File: config.mk
export PLATFORM = sky130hd
export DESIGN_NAME = kick_cmd_tx
export DESIGN_NICKNAME = d
export VERILOG_FILES = /design/src/rtl/kick_cmd_tx.sv
export SDC_FILE = /design/constraint.sdc
export NUM_CORES = 1
export LEC_CHECK = 0
export BUFFER_PORTS_ARGS = -buffer_cell sky130_fd_sc_hd__buf_2
export CORE_MARGIN = 2
export CORE_UTILIZATION = 40
export DETAILED_ROUTE_END_ITERATION = 8
export PLACE_DENSITY = 0.68
export SYNTH_ARGS = -nofsm -noshare
export SYNTH_HDL_FRONTEND = slang
export SYNTH_SLANG_ARGS = --single-unit
File: constraint.sdc
create_clock -name clk -period 2.8 [get_ports clk]
set_input_delay 0.56 -clock clk [delete_from_list [all_inputs] [get_ports clk]]
set_output_delay 0.56 -clock clk [all_outputs]
set_load 0.005 [all_outputs]
File: src/rtl/kick_cmd_tx.sv
// kick_cmd_tx: accepts a kick strength, waits for charge, drives it for a hold window,
// then forces idle through guard and cooldown before accepting the next kick.
module kick_cmd_tx #(
  parameter int HOLD_CYCLES     = 16,
  parameter int GUARD_CYCLES    = 4,
  parameter int COOLDOWN_CYCLES = 50000,
  parameter int CHARGE_TIMEOUT  = 100000,
  parameter int CNT_W           = 17
) (
  input  logic       clk,
  input  logic       rst,
  input  logic       req_valid,
  input  logic [6:0] req_strength,
  output logic       req_ready,
  input  logic       charge_ok,
  output logic [6:0] kick_code,
  output logic       busy,
  output logic       done_pulse,
  output logic       err_pulse
);
  typedef enum logic [2:0] {IDLE, WAIT_CHARGE, DRIVE, GUARD, COOLDOWN} state_t;
  localparam logic [CNT_W-1:0] T_HOLD  = CNT_W'(HOLD_CYCLES - 1);
  localparam logic [CNT_W-1:0] T_GUARD = CNT_W'(GUARD_CYCLES - 1);
  localparam logic [CNT_W-1:0] T_COOL  = CNT_W'(COOLDOWN_CYCLES - 1);
  localparam logic [CNT_W-1:0] T_CHG   = CNT_W'(CHARGE_TIMEOUT - 1);
  state_t state, state_n;
  logic [CNT_W-1:0] cnt, cnt_n, term;
  logic [6:0] str, str_n;
  logic at_term, xfer, err_n;
  always_comb begin
    term = state == WAIT_CHARGE ? T_CHG :
           state == DRIVE       ? T_HOLD :
           state == GUARD       ? T_GUARD :
           state == COOLDOWN    ? T_COOL : '0;
    at_term = cnt == term;
    xfer = req_valid && req_ready;
  end
  always_comb begin
    state_n = state;
    str_n = str;
    err_n = 1'b0;
    case (state)
      IDLE: if (xfer) begin
        str_n = req_strength;
        if (req_strength == '0) err_n = 1'b1;
        else state_n = WAIT_CHARGE;
      end
      WAIT_CHARGE: if (charge_ok) state_n = DRIVE;
                   else if (at_term) begin
                     state_n = IDLE;
                     err_n = 1'b1;
                   end
      DRIVE:    if (at_term) state_n = GUARD;
      GUARD:    if (at_term) state_n = COOLDOWN;
      COOLDOWN: if (at_term) state_n = IDLE;
      default:  state_n = IDLE;
    endcase
    // counter restarts on every state entry and holds at its terminal value
    cnt_n = state_n != state ? '0 : at_term ? cnt : cnt + CNT_W'(1);
  end
  always_ff @(posedge clk) begin
    if (rst) begin
      state      <= IDLE;
      cnt        <= '0;
      str        <= '0;
      kick_code  <= '0;
      req_ready  <= 1'b0;
      busy       <= 1'b0;
      done_pulse <= 1'b0;
      err_pulse  <= 1'b0;
    end else begin
      state      <= state_n;
      cnt        <= cnt_n;
      str        <= str_n;
      kick_code  <= state_n == DRIVE ? str_n : '0;
      req_ready  <= state_n == IDLE;
      busy       <= state_n != IDLE;
      done_pulse <= state_n == DRIVE && cnt_n == T_HOLD;
      err_pulse  <= err_n;
    end
  end
endmodule

==> flow_metrics.py <==
metrics = {
    "floorplanning": {
        "dieHeight_um": 73.3,
        "design.portCount": 22,
        "start_util_pct": 41.2,
        "core_sq_mm": 0.00466,
        "die_area_sq_mm": 0.00537,
        "fp-row-count": 25,
        "fp.dieW_um": 73.3,
    },
    "clocking": {
        "cts_buffers": 5,
        "post_cts_resized": 0,
        "cts_tree": "done",
        "clkLatencyLatePin_ps": 300,
        "cts_sinks": 38,
        "cts.htree.levels": 2,
        "cts_root_buf": "clkbuf_8",
        "cts_max_path_buffers": 2,
        "postCtsSetupRepairBufs": 0,
        "cts_hold_buf": 0,
        "clk_pin_slew_ps": 80,
    },
    "power": {
        "power_density_mw_per_mm2": 645,
        "ir_drop_v": 0.000350,
        "power_leakage_uw": 0.000843,
    },
    "worst_setup_path": {
        "cp_num_buf_inv": 0,
        "max_stage_delay_ps": 460,
        "r2r_end": "busy",
        "worstPathRequired_ps": 2990,
        "setup.worst_path.end": "busy",
        "reg2regPathDepth": 7,
        "worstSetupPathType": "flip-flop to flip-flop",
        "cp_top_family": "simple AND/OR/NAND/NOR gates",
        "slowest_stage": "or3b_4",
        "cp.arrival_ps": 2620,
        "timing.rr.start": "state[0]",
        "critPathLaunch": "state[0]",
        "cp.depth": 7,
        "crit_chain": "or3b_4 -> a211oi_2 -> o221a_2 -> nand4_4 -> o2111ai_1 -> a31oi_1 -> or3_1",
        "endpoint_kind": "flip-flop",
        "worst-path-max-fanout": 15,
        "rrSetupSlack_ps": 370,
        "worst_setup_path_start_kind": "flip-flop",
    },
    "sta": {
        "fin_tns_setup_ps": 0,
        "finalMaxSlewViolations": 0,
        "setup_slack_ps": 366,
        "holdWs_ps": 496,
        "post-route-min-period_ps": 2430,
        "finalClockSkew_ps": 11.7,
        "tightest_slew_ps": 418,
        "period_share_pct": 86.9,
        "fmax_mhz": 411,
        "rsz0062_at_grt": "false",
        "finalHoldViolCount": 0,
        "slew_headroom_pct": 71.9,
        "setup_viol": 0,
    },
    "layout": {
        "fill_cells": 454,
        "fin_util_pct": 46.3,
        "final_nets": 245,
        "diodes": 0,
        "syn_to_final_growth_pct": 12.2,
        "drive_gt1_share_pct": 21.8,
    },
    "route": {
        "drt_first_pass_iters": 4,
        "drt_iter0_drc": 101,
        "drc": 0,
        "vias": 1520,
        "wl_per_cell_um": 13.2,
        "viasPerCell": 5.28,
        "wirelength_um": 3790,
        "ant_nets": 0,
    },
    "logic_synthesis": {
        "synth_warnings": 0,
        "synthCells": 215,
        "yosys.area.top_type": "dfxtp_1",
        "ys_dominant_reg_cell": "dfxtp_1",
        "synthTopCellsByArea": "dfxtp_1, nor2_1, xor2_1",
        "synth_cell_types": 48,
        "ys_seq_area_share_pct": 39.6,
        "synth_nets": 227,
        "yosysMostFrequentCell": "nor2_1",
        "synth_common_cells": "nor2_1, dfxtp_1, nand2_1",
        "synth.cell_area_sq_mm": 0.00192,
        "synth-seq-cells": 38,
        "synthDominantCellAreaShare_pct": 39.6,
        "synth-async-reset-ratio_pct": 0,
        "synth_edf_count": 0,
        "avgSynthCellArea_sq_um": 8.93,
    },
    "grt": {
        "grt_max_degree": 18,
        "grt_overflow_total": 0,
        "grt_pass1_vias": 1345,
        "grt.total_usage_pct": 15.1,
        "antenna_found_initial": 0,
        "grt_pass1_wl_um": 6200,
    },
    "job": {
        "cap_violations": 0,
    },
    "placement": {
        "io_buffers": 21,
        "dp_hpwl_um": 2740,
        "post-place-ws_ps": 289,
        "gp_congestion": 0.849,
    },
    "outcome": {
        "status": "finished, final reports clean",
    },
    "hold_path": {
        "hold_class": "flip-flop to flip-flop",
    },
}
-- registers in the layout, indices dropped and copies added, names as in the netlist --
signal	flops
done_pulse	1
state	3
cnt	17
kick_code	7
str	7
busy	1
req_ready	1
err_pulse	1
-- final cells by class --
type                            instances  area [sq um]  area share (%)
Clock buffer                            5          68.8            3.19
Clock inverter                          3          45.0            2.09
Inverter                                3          11.3           0.522
Multi-Input combinational cell        160          1070            49.5
Sequential cell                        38           761            35.3
Tap cell                               54          67.6            3.13
Timing Repair Buffer                   25           135            6.27
-- kinds of logic (layout without fill, tap and decap cells) --
group,after synthesis,after routing,share of synthesized area [%]
and+or+nand+nor,107,107,29.9
DFF,38,38,39.6
xor gates and xnor gates,23,23,10.5
AOI/OAI and AO/OA,18,18,8.73
buffers and inverters,17,36,4.82
muxes,11,11,5.80
adders and majority gates,1,1,0.651
-- worst min path at each step --
stage / slack (ps) / depth (start not counted) / from / to
after global placement: 470 / 2 / str[1] / str[1]
final: 500 / 2 / str[2] / kick_code[2]
after detailed placement: 480 / 2 / str[1] / kick_code[1]
after CTS: 500 / 2 / str[2] / kick_code[2]
after global routing: 540 / 2 / str[6] / str[6]
after floorplan: 460 / 2 / str[0] / kick_code[0]
-- tightest hold or removal path, stage by stage (launching register included) --
cell and delay [ps]:
dfxtp_1 310, mux2i_1 70, nor2_1 80
-- metrics by stage --
step	total power, uW	instance area (sq um)	cells
after floorplan	891	1920	215
after detailed placement	935	2040	280
after global placement	929	2040	280
after global routing	1460	2160	288
after CTS	1400	2160	288
final	1390	2160	288
-- placed cells by master (no fill, tap or decap), drive strengths merged, types with 4 or more instances in the layout --
cell type  Yosys  routed
nor2          46      46
and2           5       5
nand2         13      13
xor2          12      12
buf            6      25
clkbuf         8       5
dfxtp         38      38
mux2i         10      10
nand3          7       7
nor3           4       4
nand4          7       7
nor4           7       7
and4           4       4
xnor2         11      11
-- layer usage --
metal  track usage, %  part of all wire (%)  vias up  routed length, um
met5                0                     0        -                  0
li1                 -                     -      775                  -
met1             19.6                    48      718               1810
met4             8.08                   2.8        0                105
met2             23.1                    47       18               1780
met3             3.84                   2.7        9                102
-- where the power goes --
group	internal (uW)	switching (uW)
combinational	137	188
clock	265	204
sequential	572	24.7
(Power assumes the default switching activity.)
